`src/rtl/sprite_compositor.sv`:
```
// Composites NUM_SPR sprite layers, a diamond cursor and a shots-remaining HUD over
// the background stream; three-cycle pixel pipeline matched to 1-cycle sprite ROMs.
module sprite_compositor #(
  parameter int          NUM_SPR   = 4,
  parameter int          ADDR_W    = 14,
  parameter int          MAX_SHOTS = 3,
  parameter logic [11:0] KEY_RGB   = 12'h6AF,
  parameter int          HUD_X0    = 68,
  parameter int          HUD_Y0    = 418,
  parameter int          HUD_W     = 9,
  parameter int          HUD_H     = 13,
  parameter int          HUD_PITCH = 17
) (
  input  logic                      vga_clk,
  input  logic                      Reset,
  input  logic [9:0]                DrawX,
  input  logic [9:0]                DrawY,
  input  logic                      blank,
  input  logic [NUM_SPR*10-1:0]     spr_x,
  input  logic [NUM_SPR*10-1:0]     spr_y,
  input  logic [NUM_SPR*7-1:0]      spr_w,
  input  logic [NUM_SPR*7-1:0]      spr_h,
  input  logic [NUM_SPR*10-1:0]     spr_clip_y,
  input  logic [NUM_SPR-1:0]        spr_en,
  output logic [NUM_SPR*ADDR_W-1:0] spr_addr,
  input  logic [NUM_SPR*12-1:0]     spr_rgb,
  input  logic [11:0]               bg_rgb,
  input  logic [9:0]                cursor_x,
  input  logic [9:0]                cursor_y,
  input  logic [9:0]                cursor_size,
  input  logic                      fire,
  input  logic                      reload,
  output logic [2:0]                shots_left,
  output logic                      empty,
  output logic [3:0]                Red,
  output logic [3:0]                Green,
  output logic [3:0]                Blue
);

  // Sprite geometry is only sampled during vertical blank so a frame never tears.
  logic [NUM_SPR*10-1:0] sh_x, sh_y, sh_clip;
  logic [NUM_SPR*7-1:0]  sh_w, sh_h;
  logic [NUM_SPR-1:0]    sh_en;

  always_ff @(posedge vga_clk) begin
    if (Reset || DrawY >= 10'd480) begin
      sh_x    <= spr_x;
      sh_y    <= spr_y;
      sh_w    <= spr_w;
      sh_h    <= spr_h;
      sh_clip <= spr_clip_y;
      sh_en   <= spr_en;
    end
  end

  logic [NUM_SPR-1:0]        hit0;
  logic [NUM_SPR*ADDR_W-1:0] addr0;

  for (genvar i = 0; i < NUM_SPR; i++) begin : g_layer
    logic [9:0] dx, dy;
    logic [6:0] w, h;
    assign w  = sh_w[i*7 +: 7];
    assign h  = sh_h[i*7 +: 7];
    assign dx = DrawX - sh_x[i*10 +: 10];
    assign dy = DrawY - sh_y[i*10 +: 10];
    assign hit0[i] = sh_en[i] & (dx < {3'b000, w}) & (dy < {3'b000, h})
                   & (DrawY < sh_clip[i*10 +: 10]);
    assign addr0[i*ADDR_W +: ADDR_W] =
      hit0[i] ? (ADDR_W'(dx) + ADDR_W'(dy) * ADDR_W'(w)) : '0;
  end

  // Diamond cursor: Manhattan distance from the centre within the radius.
  logic [10:0] cdx, cdy, adx, ady;
  logic [11:0] csum;
  logic        cur0;
  assign cdx  = {1'b0, DrawX} - {1'b0, cursor_x};
  assign cdy  = {1'b0, DrawY} - {1'b0, cursor_y};
  assign adx  = cdx[10] ? (~cdx + 11'd1) : cdx;
  assign ady  = cdy[10] ? (~cdy + 11'd1) : cdy;
  assign csum = {1'b0, adx} + {1'b0, ady};
  assign cur0 = csum <= {2'b00, cursor_size};

  logic hud0;
  always_comb begin
    hud0 = 1'b0;
    if (DrawY >= 10'(HUD_Y0) && DrawY < 10'(HUD_Y0 + HUD_H)) begin
      for (int i = 0; i < MAX_SHOTS; i++) begin
        if (3'(i) < shots_left &&
            DrawX >= 10'(HUD_X0 + i*HUD_PITCH) &&
            DrawX <  10'(HUD_X0 + i*HUD_PITCH + HUD_W))
          hud0 = 1'b1;
      end
    end
  end

  logic [NUM_SPR-1:0] hit1, hit2;
  logic               cur1, cur2, hud1, hud2, blank1, blank2;

  always_ff @(posedge vga_clk) begin
    if (Reset) begin
      spr_addr <= '0;
      hit1     <= '0;
      cur1     <= 1'b0;
      hud1     <= 1'b0;
      blank1   <= 1'b0;
      hit2     <= '0;
      cur2     <= 1'b0;
      hud2     <= 1'b0;
      blank2   <= 1'b0;
    end else begin
      spr_addr <= addr0;
      hit1     <= hit0;
      cur1     <= cur0;
      hud1     <= hud0;
      blank1   <= blank;
      hit2     <= hit1;
      cur2     <= cur1;
      hud2     <= hud1;
      blank2   <= blank1;
    end
  end

  // Later assignments win, so layers are walked from lowest to highest priority.
  logic [11:0] pix;
  always_comb begin
    pix = bg_rgb;
    if (hud2) pix = 12'hAAA;
    for (int i = NUM_SPR-1; i >= 0; i--) begin
      if (hit2[i] && spr_rgb[i*12 +: 12] != KEY_RGB) pix = spr_rgb[i*12 +: 12];
    end
    if (cur2)    pix = 12'hFFF;
    if (!blank2) pix = 12'h000;
  end

  always_ff @(posedge vga_clk) begin
    if (Reset) begin
      Red   <= 4'h0;
      Green <= 4'h0;
      Blue  <= 4'h0;
    end else begin
      Red   <= pix[11:8];
      Green <= pix[7:4];
      Blue  <= pix[3:0];
    end
  end

  // Reload dominates; a held fire level yields a single rising edge.
  logic fire_d;
  always_ff @(posedge vga_clk) begin
    if (Reset) begin
      shots_left <= 3'(MAX_SHOTS);
      fire_d     <= 1'b0;
    end else begin
      fire_d <= fire;
      if (reload)
        shots_left <= 3'(MAX_SHOTS);
      else if (fire && !fire_d && shots_left != 3'd0)
        shots_left <= shots_left - 3'd1;
    end
  end

  assign empty = (shots_left == 3'd0);

endmodule

```
`config.mk`:
```
export PLATFORM = sky130hd
export DESIGN_NAME = sprite_compositor
export DESIGN_NICKNAME = d
export VERILOG_FILES = /design/src/rtl/sprite_compositor.sv
export SDC_FILE = /design/constraint.sdc
export NUM_CORES = 1
export LEC_CHECK = 0
export BUFFER_PORTS_ARGS = -buffer_cell sky130_fd_sc_hd__buf_2
export CAP_MARGIN = 20
export CORE_UTILIZATION = 54
export CTS_CLUSTER_DIAMETER = 30
export DETAILED_ROUTE_END_ITERATION = 12
export PLACE_DENSITY = 0.79
export SLEW_MARGIN = 5
export SYNTH_ARGS = -nofsm -noshare
export SYNTH_HDL_FRONTEND = slang
export SYNTH_SLANG_ARGS = --single-unit
```
`constraint.sdc`:
```
create_clock -name vga_clk -period 16.2 [get_ports vga_clk]
set_input_delay 3.24 -clock vga_clk [delete_from_list [all_inputs] [get_ports vga_clk]]
set_output_delay 3.24 -clock vga_clk [all_outputs]
set_load 0.02 [all_outputs]
```
==> report_table.html <==
<table>
<tr><th>Metric</th><th>Value</th></tr>
<tr><th colspan="2">Status</th></tr>
<tr><td>Status</td><td>finished, final reports clean</td></tr>
<tr><th colspan="2">Setup path</th></tr>
<tr><td>Worst reg-to-reg setup slack</td><td>between 10,000 and 15,000 ps</td></tr>
<tr><td>Sort of element at the end of the critical path</td><td>flop</td></tr>
<tr><td>Path type of the worst setup path</td><td>in2reg</td></tr>
<tr><td>WP data required</td><td>roughly 17,000 ps</td></tr>
<tr><td>Data arrival at the endpoint of the critical path</td><td>~9300 ps</td></tr>
<tr><td>Startpoint type of the worst setup path</td><td>input pin</td></tr>
<tr><td>Highest net fanout along the worst path</td><td>14</td></tr>
<tr><th colspan="2">Clock network</th></tr>
<tr><td>Post-CTS setup buffers</td><td>0</td></tr>
<tr><td>CTS HTree Levels</td><td>2</td></tr>
<tr><td>Number of buffers created by CTS</td><td>57</td></tr>
<tr><td>PostCTS Resize Cnt</td><td>0</td></tr>
<tr><td>Clock network latency to the later pin of the worst-skew pair</td><td>610 ps</td></tr>
<tr><td>Clock root buffer master</td><td>clkbuf_16</td></tr>
<tr><td>Hold buffer count at CTS</td><td>0</td></tr>
<tr><td>Worst-path clk slew</td><td>50 ps</td></tr>
<tr><td>Worst-case clock buffer depth</td><td>3</td></tr>
<tr><td>TritonCTS clock tree</td><td>yes</td></tr>
<tr><td>TritonCTS sink count</td><td>about 270</td></tr>
<tr><th colspan="2">Yosys</th></tr>
<tr><td>Cell with the most instances after synthesis</td><td>inv_1</td></tr>
<tr><td>Post-synth EDFFs</td><td>180</td></tr>
<tr><td>Flops &amp; latches, synth</td><td>266</td></tr>
<tr><td>Number of nets in the synthesized netlist</td><td>roughly 3.4k</td></tr>
<tr><td>Post-Synthesis Mean Instance Area</td><td>9.655 um2</td></tr>
<tr><td>Main flop type after synthesis</td><td>edfxtp_1</td></tr>
<tr><td>Post-synthesis cell type count</td><td>83</td></tr>
<tr><td>Post-synth design cell area</td><td>24,830 um2</td></tr>
<tr><td>Number of instances in the synthesized netlist</td><td>2,572</td></tr>
<tr><td>Yosys synthesis warning count</td><td>0</td></tr>
<tr><td>Cell taking the most area after synthesis</td><td>edfxtp_1</td></tr>
<tr><td>Synth async-reset ratio</td><td>0%</td></tr>
<tr><td>Cell types with the largest area share after synthesis</td><td>edfxtp_1 (22%), fa_1 (16%), ha_1 (15%)</td></tr>
<tr><td>Area share of the largest cell type after synthesis</td><td>a little over a fifth</td></tr>
<tr><td>Proportion of synthesized chip area in sequential cells</td><td>28.70%</td></tr>
<tr><td>Ranking of synthesized cells by instance count</td><td>inv_1 (502), ha_1 (306), fa_1 (199)</td></tr>
<tr><th colspan="2">Cells and area</th></tr>
<tr><td>FF+latch area</td><td>7127 um2</td></tr>
<tr><td>Total of fill cells in the finished design</td><td>3,625</td></tr>
<tr><td>Final cell utilization of the core</td><td>approximately 64%</td></tr>
<tr><td>Post-layout nets</td><td>3,771</td></tr>
<tr><td>Area occupied by multi-input gates</td><td>15,690 um2</td></tr>
<tr><td>Layout Area Growth over Synthesis</td><td>17.66%</td></tr>
<tr><td>Ratio of cells with drive above 1 in the final layout</td><td>17.16%</td></tr>
<tr><td>Post-route insts no fill</td><td>3,622</td></tr>
<tr><th colspan="2">STA</th></tr>
<tr><td>Maximum operating frequency</td><td>113.3 MHz</td></tr>
<tr><td>Endpoints failing hold</td><td>0</td></tr>
<tr><td>Worst-Margin Slew</td><td>989.9 ps</td></tr>
<tr><td>Total negative slack for setup checks</td><td>0 ps</td></tr>
<tr><td>Min Clock Period, post-route</td><td>8826 ps</td></tr>
<tr><td>Final worst clock skew</td><td>14.29 ps</td></tr>
<tr><td>RSZ-0062 raised after global routing</td><td>false</td></tr>
<tr><td>Worst hold slack</td><td>426.9 ps</td></tr>
<tr><td>Portion of the clock cycle consumed by the worst path in the final layout</td><td>54.48%</td></tr>
<tr><td>Final setup violation count</td><td>0</td></tr>
<tr><td>Worst slew margin relative to its limit</td><td>34.01%</td></tr>
<tr><td>Count of final max-slew check failures</td><td>0</td></tr>
<tr><th colspan="2">Global route</th></tr>
<tr><td>Global-route met2 utilization</td><td>50.34%</td></tr>
<tr><td>Antenna violations before repair</td><td>6</td></tr>
<tr><td>First-pass GRT wire length</td><td>105,200 um</td></tr>
<tr><td>Met3 demand-to-capacity share in global routing</td><td>4.968%</td></tr>
<tr><td>Largest net degree at the start of global routing</td><td>82</td></tr>
<tr><td>GRT Max-Usage Layer</td><td>met2</td></tr>
<tr><td>Met1 layer usage reported by global route</td><td>35.77%</td></tr>
<tr><td>Overflow left after global routing</td><td>0</td></tr>
<tr><td>Vias in the first global route</td><td>20.10k</td></tr>
<tr><td>Total global routing track utilization</td><td>29.27%</td></tr>
<tr><th colspan="2">Job</th></tr>
<tr><td>MaxCap Viol Count</td><td>0</td></tr>
<tr><th colspan="2">Placement</th></tr>
<tr><td>Count of placed standard cells including taps</td><td>between 3k and 4k</td></tr>
<tr><td>Final Wtd Congestion</td><td>1.076</td></tr>
<tr><td>Total of buffers placed on input and output ports</td><td>366</td></tr>
<tr><td>HPWL after detailed placement</td><td>53,710 um</td></tr>
<tr><th colspan="2">Routing</th></tr>
<tr><td>DR WL/cell</td><td>18.75 um</td></tr>
<tr><td>Number of DRC violations after detailed-routing iteration 0</td><td>1,123</td></tr>
<tr><td>Routed Wire Length</td><td>between 60,000 and 70,000 um</td></tr>
<tr><td>ANT nets after route</td><td>0</td></tr>
<tr><td>Vias per std cell</td><td>approximately 5.5</td></tr>
<tr><td>First-pass iteration count of the detailed router</td><td>5</td></tr>
<tr><td>Vias post-DR</td><td>roughly 20k</td></tr>
<tr><td>DRC viols</td><td>0</td></tr>
<tr><th colspan="2">Floorplanning</th></tr>
<tr><td>Die extent in x</td><td>216.5 um</td></tr>
<tr><td>Core Footprint</td><td>45,380 um2</td></tr>
<tr><td>Vertical extent of the die</td><td>216.5 um</td></tr>
<tr><td>Count of boundary I/O pins</td><td>367</td></tr>
<tr><td>Total Die Area</td><td>46,850 um2</td></tr>
<tr><td>Effective utilization at floorplan</td><td>between 50% and 60%</td></tr>
<tr><td>Core Rows</td><td>78</td></tr>
<tr><th colspan="2">Power and ir drop</th></tr>
<tr><td>Static leakage power</td><td>0.01440 uW</td></tr>
<tr><td>Power, Total</td><td>6649 uW</td></tr>
<tr><td>Worst supply voltage drop on vdd</td><td>0.2570 mV</td></tr>
<tr><td>Total power per unit cell area</td><td>227.6 nW/um2</td></tr>
<tr><th colspan="2">Min path</th></tr>
<tr><td>Hold/Removal Path Class</td><td>reg2reg</td></tr>
</table>
[final timing paths]
| path | start | to | depth (start not counted) |
|---|---|---|---|
| worst max-delay path | DrawY[1] | spr_addr[13] | 22 |
| worst min register to register | cur1 | cur2 | 1 |
| worst min-delay path | cur1 | cur2 | 1 |
| worst max register to register | sh_y[20] | spr_addr[41] | 22 |
[state kept, by name (all words and copies together), names as in the netlist]
signal,count
sh_w,28
hit2,4
cur1,1
Blue,4
sh_clip,40
shots_left,3
sh_x,40
sh_y,40
sh_h,28
Green,4
cur2,1
hit1,4
sh_en,4
fire_d,1
Red,4
hud1,1
blank1,1
hud2,1
spr_addr,56
blank2,1
[routing by layer]
metal | wire (um) | vias up | part of all wire, %
li1 | - | 9418 | -
met1 | 27380 | 9510 | 40
met2 | 32650 | 830 | 48
met3 | 4748 | 184 | 7.0
met4 | 3118 | 4 | 4.6
met5 | 30 | - | 0.044
[logic make-up (layout without fill, tap and decap cells)]
logic type | count (synthesis) | count (layout) | share of synthesized area [%]
xor+xnor | 146 | 146 | 5.295
buf+inv | 538 | 984 | 8.197
mux | 5 | 5 | 0.2217
compound gates | 404 | 404 | 10.71
fa+ha+maj | 505 | 505 | 31.46
simple gates | 708 | 708 | 15.42
flops | 266 | 266 | 28.70
other cells | 0 | 4 | 0
[worst max-delay path: stages]
cell,delay [ps]
buf_2,390
inv_1,320
fa_1,520
nor2b_1,190
o31a_1,210
o21a_1,130
nor2_1,40
xnor2_1,550
and2_1,250
fa_1,430
fa_1,470
fa_1,540
inv_1,50
fa_1,520
inv_1,40
ha_1,230
a2111oi_0,360
nor3_1,150
a41oi_1,320
a21oi_1,130
xor2_1,150
nor2_1,50
[placed cells by master, fill, tap and decap left out, types with 8 or more instances in the layout]
cell type,instances
xnor2_1,102
inv_6,9
inv_1,502
xor2_1,40
o21ai_0,58
buf_2,366
fa_1,199
clkbuf_16,58
nor4_1,14
nor2_1,145
nor4_2,8
nor2_2,9
nand2b_1,36
a21boi_0,8
clkinv_2,9
and2_1,130
nand3_1,25
dfxtp_1,86
nand4_1,11
a21o_1,43
o21a_1,27
or3_1,13
a211oi_1,14
o211ai_1,23
edfxtp_1,180
nand2_1,122
o21ai_1,16
a21oi_1,113
nor3b_1,16
nor3_1,73
a31oi_1,12
o31a_1,9
clkinv_4,12
ha_1,306
nor4b_1,9
nor2b_1,50
[through the flow]
step                      setup slack [ps]  area [um2]
after floorplan                       4206       24830
after global placement                6846       27340
after detailed placement              6745       27340
after CTS                             7398       29200
after global routing                  6943       29220
final                                 7374       29220
[report_power, final]
part,internal (uW),total (uW),switching [uW]
registers,780,814,33.4
logic,2070,4730,2670
clock network,702,1100,401
[cell type report]
| cell class | count | share of cell area [%] |
|---|---|---|
| Inverter | 505 | 6.487 |
| Timing Repair Buffer | 373 | 6.462 |
| Tap cell | 600 | 2.569 |
| Clock buffer | 66 | 5.139 |
| Antenna cell | 4 | 0.03426 |
| Multi-Input combinational cell | 1768 | 53.69 |
| Clock inverter | 40 | 1.229 |
| Sequential cell | 266 | 24.39 |
Power figures use the tool's default switching activity.
